$ cat src/rtl/vga_frame_fetch.sv
// vga_frame_fetch
//   Pixel source that sits between vgaController and the VGA pins. It turns
//   the controller's x/y/blank/sync timing into reads of an 8-bit grayscale
//   frame RAM. The RAM is split into two buffers so the image writer can fill
//   one while the other is shown. The stored image is upscaled by pixel
//   replication into a fixed on-screen window. Sync and blank are delayed by
//   the fetch latency so that RGB stays aligned with them.
//
// Ports
//   clk, rst              pixel clock, synchronous active-high reset
//   x, y                  current column / line from vgaController
//   blankB_in             1 = visible pixel
//   hSync_in, vSync_in    active-low syncs from vgaController
//   rd_en, rd_addr        frame RAM read strobe and address
//   rd_data               RAM data, valid MEM_LAT cycles after the request
//   frame_ready           writer pulse: the back buffer is complete
//   frame_ack             pulse: the buffers were swapped
//   buf_sel               buffer currently displayed
//   hSync, vSync, blankB  delayed copies of the timing inputs
//   r, g, b               pixel colour, 4 bits each
module vga_frame_fetch #(
  parameter int          H_ACTIVE = 640,
  parameter int          V_ACTIVE = 480,
  parameter int          IMG_W    = 160,
  parameter int          IMG_H    = 120,
  parameter int          SCALE    = 4,
  parameter int          X0       = 0,
  parameter int          Y0       = 0,
  parameter int          MEM_LAT  = 2,
  parameter int          ADDR_W   = 16,
  parameter logic [11:0] BORDER   = 12'h000
) (
  input  logic              clk,
  input  logic              rst,
  input  logic [9:0]        x,
  input  logic [9:0]        y,
  input  logic              blankB_in,
  input  logic              hSync_in,
  input  logic              vSync_in,
  output logic              rd_en,
  output logic [ADDR_W-1:0] rd_addr,
  input  logic [7:0]        rd_data,
  input  logic              frame_ready,
  output logic              frame_ack,
  output logic              buf_sel,
  output logic              hSync,
  output logic              vSync,
  output logic              blankB,
  output logic [3:0]        r,
  output logic [3:0]        g,
  output logic [3:0]        b
);

  // The timing/flag pipeline is one stage longer than the RAM latency; the
  // output registers add the final stage.
  localparam int D  = MEM_LAT + 1;
  localparam int SW = (SCALE > 1) ? $clog2(SCALE) : 1;

  localparam logic [31:0]       X_LO        = 32'(X0);
  localparam logic [31:0]       Y_LO        = 32'(Y0);
  localparam logic [31:0]       WIN_W       = 32'(IMG_W * SCALE);
  localparam logic [31:0]       WIN_H       = 32'(IMG_H * SCALE);
  localparam logic [31:0]       X_LAST      = 32'(X0 + IMG_W * SCALE - 1);
  localparam logic [31:0]       H_LIM       = 32'(H_ACTIVE);
  localparam logic [31:0]       V_BLANK     = 32'(V_ACTIVE);
  localparam logic [ADDR_W-1:0] FRAME_WORDS = ADDR_W'(IMG_W * IMG_H);
  localparam logic [ADDR_W-1:0] ROW_STEP    = ADDR_W'(IMG_W);
  localparam logic [ADDR_W-1:0] LAST_ROW    = ADDR_W'((IMG_H - 1) * IMG_W);
  localparam logic [SW-1:0]     SUB_LAST    = SW'(SCALE - 1);

  logic [31:0]       xPos, yPos;
  logic              frameStart, inWin, lineEnd, syncedCur, swapNow;
  logic              synced, pending;
  logic [ADDR_W-1:0] col, colNext, rowBase, rowBaseCur, rowBaseNext, addrNext;
  logic [SW-1:0]     subx, subxNext, suby, subyCur, subyNext;
  logic [D-1:0]      hsPipe, vsPipe, blPipe, showPipe;
  logic [3:0]        unusedLowBits;

  assign xPos          = {22'd0, x};
  assign yPos          = {22'd0, y};
  assign unusedLowBits = rd_data[3:0];

  // Window test and address counters. The counter registers hold the state
  // left by the previous window pixel; the *Cur/*Next values are what the
  // current pixel uses, so the first pixel of a line or frame already reads
  // column 0 / row 0. The window bounds use a wrapping subtraction so a
  // position left of (or above) the window falls out as a huge value.
  always_comb begin
    frameStart  = (x == '0) && (y == '0);
    inWin       = blankB_in && ((xPos - X_LO) < WIN_W) && (xPos < H_LIM) &&
                  ((yPos - Y_LO) < WIN_H);
    lineEnd     = inWin && (xPos == X_LAST);
    syncedCur   = synced || frameStart;
    rowBaseCur  = frameStart ? '0 : rowBase;
    subyCur     = frameStart ? '0 : suby;
    colNext     = col;
    subxNext    = subx;
    rowBaseNext = rowBaseCur;
    subyNext    = subyCur;
    if (inWin) begin
      if (xPos == X_LO) begin
        colNext  = '0;
        subxNext = '0;
      end else if (subx == SUB_LAST) begin
        subxNext = '0;
        colNext  = col + ADDR_W'(1);
      end else begin
        subxNext = subx + SW'(1);
      end
    end
    // The row base wraps to 0 after the last image row so it never points
    // past the buffer; the next frame start clears it anyway.
    if (lineEnd) begin
      if (subyCur == SUB_LAST) begin
        subyNext    = '0;
        rowBaseNext = (rowBaseCur == LAST_ROW) ? '0 : rowBaseCur + ROW_STEP;
      end else begin
        subyNext = subyCur + SW'(1);
      end
    end
    addrNext = (buf_sel ? FRAME_WORDS : '0) + rowBaseCur + colNext;
    // Swapping only on the first blank line keeps buf_sel stable for the
    // whole visible frame; a request arriving on that very cycle is taken.
    swapNow  = (x == '0) && (yPos == V_BLANK) && (pending || frame_ready);
  end

  // Counters, RAM request, buffer swap, timing pipeline and colour output.
  always_ff @(posedge clk) begin
    if (rst) begin
      synced    <= 1'b0;
      pending   <= 1'b0;
      col       <= '0;
      subx      <= '0;
      rowBase   <= '0;
      suby      <= '0;
      rd_en     <= 1'b0;
      rd_addr   <= '0;
      frame_ack <= 1'b0;
      buf_sel   <= 1'b0;
      hsPipe    <= '1;
      vsPipe    <= '1;
      blPipe    <= '0;
      showPipe  <= '0;
      hSync     <= 1'b1;
      vSync     <= 1'b1;
      blankB    <= 1'b0;
      r         <= 4'd0;
      g         <= 4'd0;
      b         <= 4'd0;
    end else begin
      synced    <= syncedCur;
      col       <= colNext;
      subx      <= subxNext;
      rowBase   <= rowBaseNext;
      suby      <= subyNext;
      rd_en     <= inWin && syncedCur;
      rd_addr   <= addrNext;
      frame_ack <= swapNow;
      buf_sel   <= buf_sel ^ swapNow;
      if (swapNow) begin
        pending <= 1'b0;
      end else if (frame_ready) begin
        pending <= 1'b1;
      end
      hsPipe   <= {hsPipe[D-2:0], hSync_in};
      vsPipe   <= {vsPipe[D-2:0], vSync_in};
      blPipe   <= {blPipe[D-2:0], blankB_in};
      showPipe <= {showPipe[D-2:0], inWin && syncedCur};
      hSync    <= hsPipe[D-1];
      vSync    <= vsPipe[D-1];
      blankB   <= blPipe[D-1];
      if (!blPipe[D-1]) begin
        r <= 4'd0;
        g <= 4'd0;
        b <= 4'd0;
      end else if (showPipe[D-1]) begin
        r <= rd_data[7:4];
        g <= rd_data[7:4];
        b <= rd_data[7:4];
      end else begin
        r <= BORDER[11:8];
        g <= BORDER[7:4];
        b <= BORDER[3:0];
      end
    end
  end

endmodule
$ cat config.mk
export PLATFORM = sky130hd
export DESIGN_NAME = vga_frame_fetch
export DESIGN_NICKNAME = d
export VERILOG_FILES = /design/src/rtl/vga_frame_fetch.sv
export SDC_FILE = /design/constraint.sdc
export NUM_CORES = 1
export LEC_CHECK = 0
export ABC_AREA = 1
export CAP_MARGIN = 10
export CORE_UTILIZATION = 54
export CTS_CLUSTER_SIZE = 24
export DETAILED_ROUTE_END_ITERATION = 8
export GPL_TIMING_DRIVEN = 0
export PLACE_DENSITY = 0.81
export REMOVE_ABC_BUFFERS = 1
export SLEW_MARGIN = 15
export SYNTH_ARGS = -nofsm -noshare
export SYNTH_HDL_FRONTEND = slang
export SYNTH_SLANG_ARGS = --single-unit
export TNS_END_PERCENT = 20
$ cat constraint.sdc
create_clock -name clk -period 4.2 [get_ports clk]
set_input_delay 1.05 -clock clk [delete_from_list [all_inputs] [get_ports clk]]
set_output_delay 1.05 -clock clk [all_outputs]
set_load 0.02 [all_outputs]
### Word-level counts from Yosys, hierarchy flattened

Cells that the tools add are included.

* bits in registers: 76
* output and inout port bits: 34

* reduce and logical (&&, ||, !) cells: 15
* muxes and demuxes: 13
* add/sub/neg operators: 6
* order comparisons: 2
* bitwise gates (word level): 3
* equality and inequality tests: 5

Operators by type and width (number)
* 16-bit two-way mux: 7
* 32-bit logical NOT: 1
* 10-bit logical NOT: 2
* 15-bit by 16-bit adder with 16-bit output: 1
* 16-bit by 1-bit adder with 16-bit output (second input constant): 1
* 16-bit adder: 1
* 16-bit by 8-bit adder with 16-bit output (second input constant): 1
* 16-bit by 15-bit == test with 1-bit output (second input constant): 1
* 15-bit two-way mux: 1
* 10-bit == test (second input constant): 1
* 10-bit by 9-bit == test with 1-bit output (second input constant): 1
* 10-bit less-than comparator (second input constant): 1
* 10-bit by 9-bit less-than comparator with 1-bit output (second input constant): 1
* 2-bit two-way mux: 5
* 1-bit logical AND: 8
* 2-bit by 1-bit adder with 2-bit output (second input constant): 2
* 2-bit == test (second input constant): 2
* 3-bit OR reduction: 1
* 1-bit logical OR: 2
* 1-bit inverter: 2
* 2-bit OR reduction: 1
* 1-bit XOR: 1

### Depth between registers and ports, before layout

Gate-level depths: netlist (run 1).

* depth in word-level cells: 7
* gate-level depth with buffers: 22

### Worst setup path before layout (run 1)

OpenSTA, ideal clock, no wires.

* path type: in2reg
* from: input x[7]
* to: register rd_addr[14]
* cell stages on the path: 19
* path slack: 303 ps
* data arrival time: 3782 ps
* path buffers: 1
* data required time: 4085 ps
* setup time: 115 ps
* cells stage by stage: o21ai_1 > nand2_1 > nor2_4 > buf_2 > nand2_2 > nor2_1 > nand3_1 > nand2_1 > inv_1 > nor3_1 > fa_1 > ha_1 > nand2_1 > nand2_1 > a21o_1 > a221oi_1 > nand3_1 > nand2_1 > nor2_1

* cells in the longest elaborated chain, start to end: 6
* elaborated cells between the ends (all ways): 12

Ends and longest elaborated chain
* from (decl): line 35 `input logic [9:0] x,`
* 10-bit less-than comparator: line 90 `inWin = blankB_in && ((xPos - X_LO) < WIN_W) && (xPos < H_LIM) &&`
* 1-bit logical AND (3 in series): line 90
* 16-bit two-way mux *: line 100 `if (inWin) begin`
* via colNext[11]: line 74 `logic [ADDR_W-1:0] col, colNext, rowBase, rowBaseCur, rowBaseNext, addrNext;`
* 16-bit adder *: line 121 `addrNext = (buf_sel ? FRAME_WORDS : '0) + rowBaseCur + colNext;`
* to (signal assigned): line 157 `rd_addr <= addrNext;`
* to (decl): line 41 `output logic [ADDR_W-1:0] rd_addr,`

The timed path passes the listed nets; every way through them passes the cells marked *.
A chain may end at the register's enable or synchronous reset.

### Worst setup path after layout (run 1)

* from: input y[7]
* to: register rd_addr[15]

* elaborated cells between the ends (all ways): 8

RTL lines
* from (decl): line 36 `input logic [9:0] y,`
* 10-bit by 9-bit less-than comparator with 1-bit output: line 91 `((yPos - Y_LO) < WIN_H);`
* 1-bit logical AND: line 90
* 16-bit two-way mux: line 100
* via colNext[1]: line 74
* 16-bit adder: line 121

The timed path passes the listed nets, and every way through them passes these cells.

==> out/results.ini, run 1 <==
[finish]
nFillCells = 522
layout-drive-gt1-share = 0.139
diodes = 0
area_delta_synth_final_pct = 28.3
fin_nets = 709
final_cell_area_um2 = 5300

[floorplan]
die_w_um = 89.5
core_area_um2 = 7330
die_y_um = 89.5
rows = 31
dieArea_um2 = 8010
start_util = 0.564
io_pins = 68

[route]
drt.antenna.violating_nets = 0
drtPass1Iterations = 5
wl_per_cell_um = 13.6
first_iter_violations = 186
vias = 3974
routed_wl_um = 10100
drc = 0
vias_per_cell = 5.33

[timing]
max_freq_mhz = 242
relSlewSlack = 0.569
period_share = 0.982
final-hold-violation-count = 0
rsz0062_at_grt = yes
worst_pin_slew_ps = 646
clock-skew-final_ps = 10.6
tns_ps = 0
setup_violations = 0
finalCriticalPeriod_ps = 4130
drv_slew = 0

[global_routing]
grt_pass1_wl_um = 15700
antenna_found_initial = 0
grt_max_degree = 45
overflow = 0
grtUsageTotal = 0.258
grt_pass1_vias = 3602

[pwr]
comb_power_share = 0.059
p_leak_nw = 2.37
switching_share = 0.246
p_int_w = 0.00104
seq_power_share = 0.522
ir_drop_mv = 0.158
p_clk_frac = 0.418
power_switching_w = 0.000340
p_per_area_nw_per_um2 = 260

[yosys]
synth.area.top_cells = dfxtp_1 36%, ha_1 8.8%, inv_1 8.2%
yosysUniqueCellTypes = 42
synth_area_um2 = 4130
yosysTopAreaCellShare = 0.363
synth_top_flop_cell = dfxtp_1
postSynth.asyncResetShare = 0
synth_seq_area_share = 0.363
ys_ff_latch = 75
synth_area_leader_cell = dfxtp_1
yosys_warnings = 0
syn_area_per_cell_um2 = 7.24
synthCells = 571
synth_edf_count = 0

[clock_tree]
clockBufferDepth = 2
cts_buffers = 9
clk_latency_ps = 360
clkSlewWorstSetupHoldPaths_ps = 80
root_buffer = clkbuf_8
cts_tree = done
h-tree-depth = 3
clock_sinks = 75

[hold_path]
worstHoldPathType = reg -> reg

[status]
outcome = complete, no violations

[place]
dp_hpwl_um = 6970
post_dp_cell_area_um2 = 4790
place_congestion = 0.873
port-buffer-count = 63

[worst_setup_path]
critPathArrivalTime_ps = 4380
path_class = in -> reg
path_max_fanout = 18
crit_required_ps = 4450
crit_path_top_delay_cell = clkdlybuf4s50_1
critPathLaunchType = input port
slowest_delay_ps = 480
crit_chain = clkdlybuf4s50_1 > nand2_1 > nor3_4 > nor2_4 > buf_12 > nand2_4 > inv_6 > a211oi_4 > ha_1 > ha_1 > fa_2 > nand3_1 > nand3_2 > a21oi_2 > o21ai_2 > nand2_1 > nand3_1 > a21oi_1 > nor2_1
critPathCaptureType = register

[flow_run]
timing.max_cap.violations = 0

-- power groups by stage --
stage          clock (W)  sequential, W  combinational (W)
6_report        0.000577       0.000720          0.0000818
5_1_grt         0.000612       0.000721          0.0000900
4_1_cts         0.000575       0.000720          0.0000777
3_5_place_dp           0       0.000737          0.0000759
3_3_place_gp           0       0.000737          0.0000722
2_1_floorplan          0       0.000738          0.0000272
-- state kept, by name, summed over array words and instances, names as in the netlist --
| register | count |
|---|---|
| b | 4 |
| suby | 2 |
| hsPipe | 3 |
| subx | 2 |
| blPipe | 3 |
| hSync | 1 |
| buf_sel | 1 |
| frame_ack | 1 |
| blankB | 1 |
| rd_addr | 16 |
| vSync | 1 |
| showPipe | 3 |
| rowBase | 16 |
| vsPipe | 3 |
| pending | 1 |
| synced | 1 |
| col | 16 |
-- cell usage in the layout, fill, tap and decap left out, types with 4 or more instances in the layout --
cell type         n
buf_4            12
dfxtp_1          75
nor4_1            6
o21ai_0          15
nor2_2            7
a21oi_1          33
nand2_1          81
nand2_4           4
nand2_2           4
nand3_2           5
fa_1              4
nor2_4            5
nor3_1           24
nor2_1           82
clkbuf_8          9
inv_1            89
or2_2             8
nand3_1          29
clkdlybuf4s50_1  62
nand4_1          10
ha_1             25
-- stage by stage --
| stage | setup slack, ps | utilization | std cells | hold slack, ps | total power (W) |
|---|---|---|---|---|---|
| 4_1_cts | -15.6 | 0.688 | 734 | 408 | 0.00137 |
| 6_report | 74.5 | 0.723 | 745 | 408 | 0.00138 |
| 3_3_place_gp | -762 | 0.652 | 715 | 392 | 0.000809 |
| 5_1_grt | -160 | 0.723 | 745 | 409 | 0.00142 |
| 3_5_place_dp | -833 | 0.654 | 716 | 397 | 0.000813 |
| 2_1_floorplan | 319 | - | 553 | 388 | 0.000765 |
-- critical path, delay by kind of cell --
kind / cells / cell delay, ps
AO/OA/AOI/OAI: 4 / 720
AND/OR/NAND/NOR: 9 / 990
buffers and inverters: 3 / 720
adder cells (fa/ha/maj): 3 / 880
-- per-layer routing --
metal / part of all wire / GRT usage
met2: 0.49 / 0.437
met5: 0 / 0
met3: 0.051 / 0.0536
met1: 0.43 / 0.314
met4: 0.035 / 0.121
-- timing repair --
| item | in CTS | in global routing |
|---|---|---|
| resized for setup | 10 | 36 |
| cloned | 0 | 0 |
| hold buffers | 0 | 0 |
| setup endpoints to repair | 7 | 9 |
| pin swaps | 1 | 8 |
| setup buffers | 2 | 11 |
-- cells in the mapped netlist (5+ instances only) --
| master | count |
|---|---|
| nor3_1 | 26 |
| ha_1 | 29 |
| nand3_1 | 31 |
| o21ai_0 | 19 |
| nand4_1 | 10 |
| dfxtp_1 | 75 |
| nor2_1 | 88 |
| a21oi_1 | 38 |
| buf_4 | 8 |
| nor4_1 | 6 |
| or2_2 | 8 |
| nand2_1 | 83 |
| fa_1 | 5 |
| nand2_2 | 5 |
| inv_1 | 90 |
| clkbuf_1 | 7 |
-- final cells by class --
class | instances | area, µm² | area share
clock buffers | 9 | 124 | 0.0234
clock inverters | 7 | 76.3 | 0.0144
inverters | 92 | 354 | 0.0668
multi-input cells | 386 | 2370 | 0.446
flip-flops and latches | 75 | 1500 | 0.283
well taps | 99 | 124 | 0.0234
repair buffers | 77 | 756 | 0.143
-- final timing paths --
kind	from	depth (start not counted)	slack, ps	to
worst min register to register	blPipe[1]$_SDFF_PP0_	2	410	blPipe[2]$_SDFF_PP0_
worst min-delay path	blPipe[1]$_SDFF_PP0_	2	410	blPipe[2]$_SDFF_PP0_
worst max-delay path	y[7]	19	70	rd_addr[15]$_SDFF_PP0_
worst max register to register	subx[0]$_SDFFE_PP0N_	18	690	rd_addr[14]$_SDFF_PP0_
-- logic make-up after synthesis --
| logic type | share of synthesized area |
|---|---|
| adders and majority gates | 0.112 |
| buffers and inverters | 0.110 |
| AOI/OAI and AO/OA | 0.0963 |
| xor gates and xnor gates | 0.00818 |
| and+or+nand+nor | 0.311 |
| DFF | 0.363 |
(Power assumes the default switching activity.)
==> inputs of run 2 (changes only) <==
--- a/config.mk
+++ b/config.mk
@@ -13,6 +13,7 @@
 export GPL_TIMING_DRIVEN = 0
 export PLACE_DENSITY = 0.81
 export REMOVE_ABC_BUFFERS = 1
+export SETUP_SLACK_MARGIN = 0.05
 export SLEW_MARGIN = 15
 export SYNTH_ARGS = -nofsm -noshare
 export SYNTH_HDL_FRONTEND = slang
==> run 2 against run 1 <==
Against the previous run: final cell count is 0.13% lower; critical path type unchanged; wire length is 1.8% lower; final area is 0.26% higher; sequential share of layout area is 0.073 points lower; largest cell class unchanged; global-route usage is 0.16 points higher; critical endpoint unchanged.
==> out/results.ini, run 2 (synthesis gave the netlist of run 1 again) <==
[finish]
nFillCells = 529  ; was 522
mostFrequentLayoutCells = 89 x inv_1, 81 x nand2_1, 81 x nor2_1  ; was 89 x inv_1, 82 x nor2_1, 81 x nand2_1
biggestRegsByFlops = col x16, rd_addr x16, rowBase x16  ; unchanged
fin_nets = 708  ; was 709
diodes = 0  ; unchanged
multi_input_area_um2 = 2390  ; was 2370 µm²
area_delta_synth_final_pct = 28.6  ; was 28.3%
regArea_um2 = 1500  ; unchanged
layout_commonest_cell = inv_1  ; unchanged
layout-drive-gt1-share = 0.144  ; was 0.139
final_util = 0.725  ; was 0.723

[hold_path]
min-delay-start = blPipe[1]$_SDFF_PP0_  ; unchanged
hold_end = blPipe[2]$_SDFF_PP0_  ; unchanged
worstHoldPathType = reg -> reg  ; unchanged
holdPathStages = 2  ; unchanged

[route]
first_iter_violations = 217  ; was 186
drt.antenna.violating_nets = 0  ; unchanged
vias_per_cell = 5.34  ; was 5.33
wl_per_cell_um = 13.4  ; was 13.6 µm
vias = 3971  ; was 3974
drc = 0  ; unchanged
routed_wl_um = 9960  ; was 10100 µm
drtPass1Iterations = 7  ; was 5

[worst_setup_path]
path_max_fanout = 18  ; unchanged
rr_endpoint = rd_addr[14]$_SDFF_PP0_  ; unchanged
crit_path_top_delay_cell = clkdlybuf4s50_1  ; unchanged
r2r-start = subx[0]$_SDFFE_PP0N_  ; unchanged
cpLargestDelayFamily = simple AND/OR/NAND/NOR gates  ; unchanged
critPathCaptureType = register  ; unchanged
slowest_delay_ps = 430  ; was 480 ps
critPathArrivalTime_ps = 4360  ; was 4380 ps
cp_num_buf_inv = 4  ; was 3
r2r_slack_ps = 650  ; was 690 ps
crit_required_ps = 4490  ; was 4450 ps
path_class = in -> reg  ; unchanged
crit_chain = clkdlybuf4s50_1 > inv_1 > nand2_1 > nor3_4 > nor2_4 > buf_12 > nand2_4 > inv_6 > a211oi_4 > ha_1 > ha_1 > fa_2 > nand3_1 > nand3_2 > a21oi_4 > o21ai_2 > nand2_1 > nand3_1 > nand3_1 > nand2_1 > nor2_1  ; was clkdlybuf4s50_1 > nand2_1 > nor3_4 > nor2_4 > buf_12 > nand2_4 > inv_6 > a211oi_4 > ha_1 > ha_1 > fa_2 > nand3_1 > nand3_2 > a21oi_2 > o21ai_2 > nand2_1 > nand3_1 > a21oi_1 > nor2_1
reg2reg_depth = 18  ; unchanged
worst-path-stages = 21  ; was 19
critPathLaunchType = input port  ; unchanged

[clock_tree]
h-tree-depth = 3  ; unchanged
cts_buffers = 9  ; unchanged
clock_sinks = 75  ; unchanged
cts_tree = done  ; unchanged
root_buffer = clkbuf_8  ; unchanged
clk_latency_ps = 360  ; about the same
clkSlewWorstSetupHoldPaths_ps = 80  ; about the same
clockBufferDepth = 2  ; unchanged

[place]
place_congestion = 0.873  ; unchanged
port-buffer-count = 63  ; unchanged
dp_hpwl_um = 6970  ; unchanged

[floorplan]
io_pins = 68  ; unchanged
rows = 31  ; unchanged
dieArea_um2 = 8010  ; unchanged
die_w_um = 89.5  ; unchanged
start_util = 0.564  ; unchanged
core_area_um2 = 7330  ; unchanged
die_y_um = 89.5  ; unchanged

[timing]
max_freq_mhz = 246  ; was 242 MHz
rsz0062_at_grt = yes  ; unchanged
relSlewSlack = 0.529  ; was 0.569
worst_pin_slew_ps = 705  ; was 646 ps
setup_violations = 0  ; unchanged
finalCriticalPeriod_ps = 4070  ; was 4130 ps
holdWs_ps = 401  ; was 408 ps
period_share = 0.969  ; was 0.982
clock-skew-final_ps = 8.35  ; was 10.6 ps
final-hold-violation-count = 0  ; unchanged
drv_slew = 0  ; unchanged

[global_routing]
grt_max_degree = 45  ; unchanged
overflow = 0  ; unchanged
grt_pass1_wl_um = 15800  ; was 15700 µm
grt_pass1_vias = 3623  ; was 3602
grtUsageTotal = 0.260  ; was 0.258
antenna_found_initial = 0  ; unchanged

[status]
outcome = complete, no violations  ; unchanged

[pwr]
ir_drop_mv = 0.152  ; was 0.158 mV
p_per_area_nw_per_um2 = 258  ; was 260 nW/µm²
p_leak_nw = 2.37  ; about the same

[flow_run]
timing.max_cap.violations = 0  ; unchanged

run 2: repair_timing:
| action | CTS | global route |
|---|---|---|
| endpoints found under the hold margin | 0 | 0 |
| pin swaps | 2 | 8 |
| buffers inserted | 2 | 10 |
| resized for setup | 14 | 37 |
| gates cloned | 0 | 0 |
| hold buffers | 0 | 0 |
| setup endpoints to repair | 7 | 9 |
run 2: how the worst max path moves through the flow:
stage	endpoint	start
final	rd_addr[15]$_SDFF_PP0_	y[9]
after global routing	rd_addr[13]$_SDFF_PP0_	y[9]
after CTS	rd_addr[15]$_SDFF_PP0_	y[7]
after detailed placement	rd_addr[15]$_SDFF_PP0_	blankB_in
after global placement	rd_addr[15]$_SDFF_PP0_	blankB_in
after floorplan	rd_addr[15]$_SDFF_PP0_	x[7]
run 2: area by class of cell:
cell class,instances,area share
inverters,92,0.0666
clock buffers,9,0.0233
multi-input cells,386,0.449
well taps,99,0.0233
repair buffers,76,0.141
flip-flops and latches,75,0.282
clock inverters,7,0.0144
run 2: routing by layer:
layer,vias to the layer above,global-route usage,wire length [µm]
met5,-,0,0
met4,0,0.121,367
met3,39,0.0536,623
met2,150,0.439,4780
met1,1796,0.316,4190
li1,1986,-,-
run 2: tightest hold or removal path: cells and delay by family (launching register included):
| kind | cells | cell delay (ps) |
|---|---|---|
| and+or+nand+nor | 1 | 30 |
| buffers and inverters | 1 | 40 |
| DFF | 1 | 300 |
run 2: per-stage QoR:
stage	instance area [µm²]	total power [W]	TNS (ps)	worst slack [ps]	cells
floorplan	4030	0.000765	0	319	553
global placement	4780	0.000809	-4350	-762	715
detailed placement	4790	0.000813	-5050	-833	716
CTS	5060	0.00137	0	1.90	734
global route	5320	0.00142	-119	-62.0	744
finish	5320	0.00137	0	129	744
run 2: power by group:
part	internal, W	total, W	switching [W]
clock network	0.000279	0.000569	0.000289
registers	0.000717	0.000720	0.00000270
logic	0.0000425	0.0000819	0.0000395
